File: src/rtl/q_loop_top_if.sv
// Bundle between the system controller / resonant stage and the Q regulator.
interface q_loop_top_if #(
  parameter int BUS_WIDTH = 10
);
  logic                 start;
  logic                 enable;
  logic                 q_serialized;
  logic [BUS_WIDTH-1:0] q_desired;
  logic [BUS_WIDTH-1:0] i_ref_out;
  logic [BUS_WIDTH-1:0] q_measured;
  logic                 ready;
  logic                 converged;

  // Controller/plant side: drives the commands and the pulse train
  modport master (
    output start, enable, q_serialized, q_desired,
    input  i_ref_out, q_measured, ready, converged
  );

  // Regulator side
  modport slave (
    input  start, enable, q_serialized, q_desired,
    output i_ref_out, q_measured, ready, converged
  );
endinterface

File: src/rtl/q_loop_top.sv
// Closed-loop charge regulator: measures Q from a serial pulse train, steps the
// current reference toward q_desired and optionally backs off on a Q collapse.
module q_loop_top #(
  parameter int BUS_WIDTH         = 10,
  parameter int WTD_BUS_WIDTH     = 3,
  parameter int Q_PER_PULSE       = 3,
  parameter int TOL               = 6,
  parameter int I_REF_DELTA_INSTB = 10,
  parameter int DELTA_Q_INSTB     = 50,
  parameter int INCLUDE_Q_DROP    = 0
) (
  input  logic         clk,
  input  logic         rst,
  q_loop_top_if.slave  bus
);
  localparam int                     PROD_W   = 2 * BUS_WIDTH + 1;
  localparam logic [BUS_WIDTH-1:0]   Q_MAX    = '1;
  // Burst closes on the cycle the idle count would reach 2**W-1
  localparam logic [WTD_BUS_WIDTH-1:0] WDT_LAST = WTD_BUS_WIDTH'((2 ** WTD_BUS_WIDTH) - 2);
  localparam logic [BUS_WIDTH-1:0]   TOL_C    = BUS_WIDTH'(TOL);
  localparam logic [BUS_WIDTH-1:0]   BACKOFF  = BUS_WIDTH'(I_REF_DELTA_INSTB);
  localparam logic [BUS_WIDTH-1:0]   DELTA_C  = BUS_WIDTH'(DELTA_Q_INSTB);

  function automatic logic [BUS_WIDTH-1:0] sat_add(input logic [BUS_WIDTH-1:0] a,
                                                   input logic [BUS_WIDTH-1:0] b,
                                                   input logic [BUS_WIDTH-1:0] ceil);
    logic [BUS_WIDTH:0] s;
    s = {1'b0, a} + {1'b0, b};
    if (s > {1'b0, ceil}) return ceil;
    return s[BUS_WIDTH-1:0];
  endfunction

  function automatic logic [BUS_WIDTH-1:0] sat_sub(input logic [BUS_WIDTH-1:0] a,
                                                   input logic [BUS_WIDTH-1:0] b);
    logic [BUS_WIDTH:0] d;
    d = {1'b0, a} - {1'b0, b};
    if (d[BUS_WIDTH]) return '0;
    return d[BUS_WIDTH-1:0];
  endfunction

  function automatic logic [BUS_WIDTH-1:0] sat_scale(input logic [BUS_WIDTH-1:0] cnt);
    logic [PROD_W-1:0] p;
    p = PROD_W'(cnt) * PROD_W'(Q_PER_PULSE);
    if (p > PROD_W'(Q_MAX)) return Q_MAX;
    return p[BUS_WIDTH-1:0];
  endfunction

  logic [2:0]               sync_q;
  logic                     edge_det;
  logic [BUS_WIDTH-1:0]     cnt_q, cnt_d;
  logic [WTD_BUS_WIDTH-1:0] wdt_q, wdt_d;
  logic                     seen_q, seen_d;
  logic [BUS_WIDTH-1:0]     qm_q, qm_d;
  logic                     rdy_q, rdy_d;
  logic [BUS_WIDTH-1:0]     iref_q, iref_d;
  logic                     conv_q, conv_d;
  logic [BUS_WIDTH-1:0]     ceil_q, ceil_d;
  logic                     ceil_set_q, ceil_set_d;
  logic [BUS_WIDTH-1:0]     prevq_q, prevq_d;
  logic                     prev_inc_q, prev_inc_d;

  logic [BUS_WIDTH-1:0]     err, step, ceiling;
  logic [BUS_WIDTH:0]       drop_w;
  logic                     within_tol, q_drop, instab;

  // Two-flop synchronizer plus a history flop for rising-edge detection
  always_ff @(posedge clk or posedge rst) begin
    if (rst) sync_q <= '0;
    else     sync_q <= {sync_q[1:0], bus.q_serialized};
  end

  assign edge_det = sync_q[1] & ~sync_q[2];

  // Pulse counting and idle watchdog; an edge always wins over expiry
  always_comb begin
    cnt_d  = cnt_q;
    wdt_d  = wdt_q;
    seen_d = seen_q;
    qm_d   = qm_q;
    rdy_d  = 1'b0;
    if (!bus.start) begin
      cnt_d  = '0;
      wdt_d  = '0;
      seen_d = 1'b0;
    end else if (edge_det) begin
      cnt_d  = (cnt_q == Q_MAX) ? cnt_q : cnt_q + 1'b1;
      wdt_d  = '0;
      seen_d = 1'b1;
    end else if (seen_q) begin
      if (wdt_q == WDT_LAST) begin
        qm_d   = sat_scale(cnt_q);
        rdy_d  = 1'b1;
        cnt_d  = '0;
        wdt_d  = '0;
        seen_d = 1'b0;
      end else begin
        wdt_d = wdt_q + 1'b1;
      end
    end
  end

  // Error magnitude, step size and the instability trigger
  assign err        = (qm_q > bus.q_desired) ? qm_q - bus.q_desired : bus.q_desired - qm_q;
  assign step       = ((err >> 2) == '0) ? BUS_WIDTH'(1) : (err >> 2);
  assign within_tol = (err <= TOL_C);
  assign ceiling    = ceil_set_q ? ceil_q : Q_MAX;
  assign drop_w     = {1'b0, prevq_q} - {1'b0, qm_q};
  assign q_drop     = !drop_w[BUS_WIDTH] && (drop_w[BUS_WIDTH-1:0] > DELTA_C);
  assign instab     = (INCLUDE_Q_DROP != 0) && prev_inc_q && q_drop;

  // Control update, evaluated once per measurement strobe
  always_comb begin
    iref_d     = iref_q;
    conv_d     = conv_q;
    ceil_d     = ceil_q;
    ceil_set_d = ceil_set_q;
    prevq_d    = prevq_q;
    prev_inc_d = prev_inc_q;
    if (rdy_q) begin
      prevq_d = qm_q;
      if (bus.enable) begin
        conv_d     = within_tol;
        prev_inc_d = 1'b0;
        if (instab) begin
          iref_d     = sat_sub(iref_q, BACKOFF);
          ceil_d     = iref_d;
          ceil_set_d = 1'b1;
        end else if (!within_tol) begin
          if (qm_q < bus.q_desired) begin
            iref_d     = sat_add(iref_q, step, ceiling);
            prev_inc_d = 1'b1;
          end else begin
            iref_d = sat_sub(iref_q, step);
          end
        end
      end
    end
  end

  // State registers; everything clears on reset
  always_ff @(posedge clk or posedge rst) begin
    if (rst) begin
      cnt_q      <= '0;
      wdt_q      <= '0;
      seen_q     <= 1'b0;
      qm_q       <= '0;
      rdy_q      <= 1'b0;
      iref_q     <= '0;
      conv_q     <= 1'b0;
      ceil_q     <= '0;
      ceil_set_q <= 1'b0;
      prevq_q    <= '0;
      prev_inc_q <= 1'b0;
    end else begin
      cnt_q      <= cnt_d;
      wdt_q      <= wdt_d;
      seen_q     <= seen_d;
      qm_q       <= qm_d;
      rdy_q      <= rdy_d;
      iref_q     <= iref_d;
      conv_q     <= conv_d;
      ceil_q     <= ceil_d;
      ceil_set_q <= ceil_set_d;
      prevq_q    <= prevq_d;
      prev_inc_q <= prev_inc_d;
    end
  end

  assign bus.i_ref_out  = iref_q;
  assign bus.q_measured = qm_q;
  assign bus.ready      = rdy_q;
  assign bus.converged  = conv_q;
endmodule

File: src/flat_wrapper.sv
// flat-port wrapper written by rule: the top's interface ports become plain ports
module q_loop_top_flat 
#(
  parameter int BUS_WIDTH         = 10,
  parameter int WTD_BUS_WIDTH     = 3,
  parameter int Q_PER_PULSE       = 3,
  parameter int TOL               = 6,
  parameter int I_REF_DELTA_INSTB = 10,
  parameter int DELTA_Q_INSTB     = 50,
  parameter int INCLUDE_Q_DROP    = 0
)
  (clk, rst, bus_start, bus_enable, bus_q_serialized, bus_q_desired, bus_i_ref_out, bus_q_measured, bus_ready, bus_converged);
  q_loop_top_if #(.BUS_WIDTH(BUS_WIDTH)) bus_i ();
  input  logic clk;
  input  logic rst;
  input wire logic [$bits(bus_i.start)-1:0] bus_start;
  input wire logic [$bits(bus_i.enable)-1:0] bus_enable;
  input wire logic [$bits(bus_i.q_serialized)-1:0] bus_q_serialized;
  input wire logic [$bits(bus_i.q_desired)-1:0] bus_q_desired;
  output wire logic [$bits(bus_i.i_ref_out)-1:0] bus_i_ref_out;
  output wire logic [$bits(bus_i.q_measured)-1:0] bus_q_measured;
  output wire logic [$bits(bus_i.ready)-1:0] bus_ready;
  output wire logic [$bits(bus_i.converged)-1:0] bus_converged;
  assign bus_i.start = bus_start;
  assign bus_i.enable = bus_enable;
  assign bus_i.q_serialized = bus_q_serialized;
  assign bus_i.q_desired = bus_q_desired;
  assign bus_i_ref_out = bus_i.i_ref_out;
  assign bus_q_measured = bus_i.q_measured;
  assign bus_ready = bus_i.ready;
  assign bus_converged = bus_i.converged;
  q_loop_top #(.BUS_WIDTH(BUS_WIDTH), .WTD_BUS_WIDTH(WTD_BUS_WIDTH), .Q_PER_PULSE(Q_PER_PULSE), .TOL(TOL), .I_REF_DELTA_INSTB(I_REF_DELTA_INSTB), .DELTA_Q_INSTB(DELTA_Q_INSTB), .INCLUDE_Q_DROP(INCLUDE_Q_DROP)) u_core (.clk(clk), .rst(rst), .bus(bus_i));
endmodule
File: config.mk
export PLATFORM = sky130hd
export DESIGN_NAME = q_loop_top_flat
export DESIGN_NICKNAME = d
export VERILOG_FILES = /design/src/rtl/q_loop_top_if.sv /design/src/rtl/q_loop_top.sv /design/src/flat_wrapper.sv
export SDC_FILE = /design/constraint.sdc
export NUM_CORES = 1
export LEC_CHECK = 0
export ABC_AREA = 1
export CAP_MARGIN = 10
export CORE_MARGIN = 8
export CORE_UTILIZATION = 45
export DETAILED_ROUTE_END_ITERATION = 10
export HOLD_SLACK_MARGIN = 0.06
export PLACE_DENSITY = 0.62
export REMOVE_ABC_BUFFERS = 1
export SETUP_SLACK_MARGIN = 0.02
export SLEW_MARGIN = 15
export SYNTH_ARGS = -nofsm -noshare
export SYNTH_HDL_FRONTEND = slang
export SYNTH_SLANG_ARGS = --single-unit
File: constraint.sdc
create_clock -name clk -period 4.6 [get_ports clk]
set_input_delay 0.92 -clock clk [delete_from_list [all_inputs] [get_ports clk]]
set_output_delay 0.92 -clock clk [all_outputs]
set_load 0.03 [all_outputs]
==> out/metrics.cfg <==
[setup_path]
r2r-start=u_core.bus.q_measured[1]
crit_type=primary input to flop
crit_family=simple AND/OR/NAND/NOR gates
cp_max_fo=8
r2r_cells=22
critPathSlowestCell=clkdlybuf4s50_1
path_buf_inv=6
rr_endpoint=u_core.bus.i_ref_out[4]
slowest_delay_ns=0.47
cp.arrival_ns=4.64
end_kind=flop
timing.reg2reg.setup_slack_ns=0.70
critPathLaunchType=primary input
crit_required_ns=4.85

[clocking]
root_buffer=clkbuf_8
cts_tree=yes
htreeDepth=2
clk_latency_ns=0.31
clk_pin_slew_ns=0.10
cts.sinks=39
cts-buffers-inserted=5
clockBufferDepth=2

[detailed_routing]
via_count=4547
antenna_left=0
drc_errors=0
wl_per_cell_um=13.83
drtIter0Drc=218
vias_per_cell=5.035
wl_mm=12.49
firstDrtPassIters=4

[run]
drv_cap=0

[layout]
fin_nets=839
drive_above_1_share_pct=19.64
final_common_cell=nand2_1
instances_no_fill=903
stdcell_area_um2=5749
fillCellCount=842
layout_common_cells=186 x nand2_1, 103 x inv_1, 85 x buf_4, 58 x nand3_1, 42 x nor2_1
syn2layout_area_growth_pct=34.16
n_antenna_cell=0

[logic_synthesis]
seq_area_frac_synth_pct=22.77
synth_top_family_by_area=simple AND/OR/NAND/NOR gates
ys_ff_latch=39
yosys_warnings=0
synth-simple-area-share_pct=34.89
synthAdderAreaFrac_pct=15.77
synth_cell_types=39
synth.mux.area_fraction_pct=0
synthCells=654
syn_area_per_cell_um2=6.553
synth_area_um2=4285
synth_compound_gate_area_share_pct=11.50
synth-xor-area-share_pct=4.088

[power_and_ir_drop]
p_per_area_nw_per_um2=169.5
p_total_w=0.0009745
leakagePower_nw=3.077
vdd_ir_drop_max_v=0.0001306

[timing]
setup_viol=0
fin_ws_ns=0.2139
slew_viol_final=0
fin_skew_ns=0.02014
hold_violations=0
finalCriticalPeriod_ns=4.386
min_period_over_period_pct=95.35
clock.fmax_mhz=228.0
slew_headroom_pct=55.95
whs_ns=0.3615
worst_pin_slew_ns=0.6588

[min_path]
hp-start=u_core.sync_q[0]
worstHoldEndpoint=u_core.sync_q[1]
min_path_type=flop to flop
holdPathStages=0

[floorplan]
initial_utilization_pct=46.38
io-pin-count=37
die_height_um=113.6
core_region_area_um2=9240
die_area_um2=12900
die_w_um=113.6
row_count=35

[grt]
grt_use_total_pct=19.46
grt_pass1_vias=4523
antenna_found_initial=0
grt_max_degree=31
gr-total-overflow=0
grt_pass1_wl_mm=20.73

[placement]
placedCellCount=887
post-dp-hpwl_mm=9.935
dp_slack_ns=-0.4122
place_congestion=0.9059
port_buffers=36
dpl_cell_area_um2=5324

[status]
status=complete, no violations

[report_power, final]
part | total [W] | leakage, nW | internal, W | switching [W]
logic | 0.000322 | 2.52 | 0.000145 | 0.000177
registers | 0.000349 | 0.500 | 0.000346 | 0.00000263
clock network | 0.000303 | 0.0581 | 0.000162 | 0.000142
[cell usage after synthesis, drive strengths merged]
library cell    n  area share (%)
o221ai          1            0.20
nor2           51             4.9
nand2         196              17
a21oi          40             4.8
nor3            9             1.1
inv           107             9.4
nand4          14             2.0
xor2           17             3.5
dfrtp          39              23
o21ai          21             2.6
nor3b           2            0.35
nor4            2            0.29
nand3b          1            0.18
o2111ai         1            0.20
or2             4            0.58
fa              5             2.3
o31ai           3            0.53
o21bai          2            0.35
o211ai         10             2.0
ha             46              13
buf             6             1.3
clkbuf          4            0.35
o21a            1            0.18
nand3          65             8.1
o22ai           3            0.44
xnor2           3            0.61
a31oi           1            0.15
[layer usage]
layer | GRT usage [%] | wire length [µm] | up-vias
met2 | 33.06 | 6076 | 79
met1 | 25.44 | 5833 | 2112
met5 | 0 | 0 | -
met4 | 4.973 | 115 | 0
met3 | 2.377 | 463 | 9
li1 | - | - | 2347
[worst register-to-register path, cell delays in order (launching register included)]
cell and delay (ns):
dfrtp_1 0.49, inv_1 0.13, ha_1 0.37, nand2_1 0.11
nor2_2 0.14, buf_4 0.13, nand2_1 0.06, nand4_1 0.08
nand2_1 0.08, nand2_1 0.07, nand2_1 0.10, buf_4 0.16
ha_1 0.41, inv_1 0.16, nor3_1 0.28, a21oi_2 0.13
nor2_1 0.17, nand2_1 0.09, nand3_1 0.10, nand2_1 0.16
o211ai_1 0.25, nand3_1 0.11, nand2_1 0.10
[what timing repair did]
item | 4_1_cts | 5_1_grt
hold buffers | 0 | 0
buffers inserted | 1 | 7
resized for setup | 6 | 49
pin swaps | 4 | 20
setup endpoints to repair | 10 | 10
[kinds of logic after synthesis]
kind of cell / Yosys count
fa+ha+maj: 51
compound gates: 83
simple gates: 344
buf+inv: 117
xor+xnor: 20
flops: 39
[final cells by class]
cell class / instances / area (µm²) / share of cell area (%)
inverters: 107 / 401.6 / 6.986
well taps: 129 / 161.4 / 2.807
flip-flops and latches: 39 / 975.9 / 16.97
clock buffers: 5 / 68.82 / 1.197
repair buffers: 122 / 1032 / 17.95
multi-input cells: 498 / 3065 / 53.32
clock inverters: 3 / 43.79 / 0.7617
[sequential cells by signal (all words and copies together) (netlist names)]
name,count
u_core.seen_q,1
u_core.bus.converged,1
u_core.bus.q_measured,10
u_core.wdt_q,3
u_core.bus.ready,1
u_core.bus.i_ref_out,10
u_core.sync_q,3
u_core.cnt_q,10
[per-stage QoR]
stage | TNS [ns] | util (%)
finish | 0 | 62.22
global route | -0.09695 | 62.22
CTS | 0 | 59.32
detailed placement | -3.579 | 57.62
global placement | -2.906 | 57.62
floorplan | 0 | -
[how the worst max path moves through the flow]
stage,from,end,slack (ns),cells after the start
detailed placement,bus_q_desired[0],u_core.bus.i_ref_out[1],-0.41,25
global placement,bus_q_desired[0],u_core.bus.i_ref_out[1],-0.33,28
floorplan,bus_q_desired[0],u_core.bus.i_ref_out[1],0.06,23
CTS,bus_q_desired[0],u_core.bus.i_ref_out[1],0.03,28
global route,bus_q_desired[9],u_core.bus.i_ref_out[1],-0.05,26
finish,bus_q_desired[9],u_core.bus.i_ref_out[1],0.21,25
Note: power is estimated with default switching activity, not from simulation.
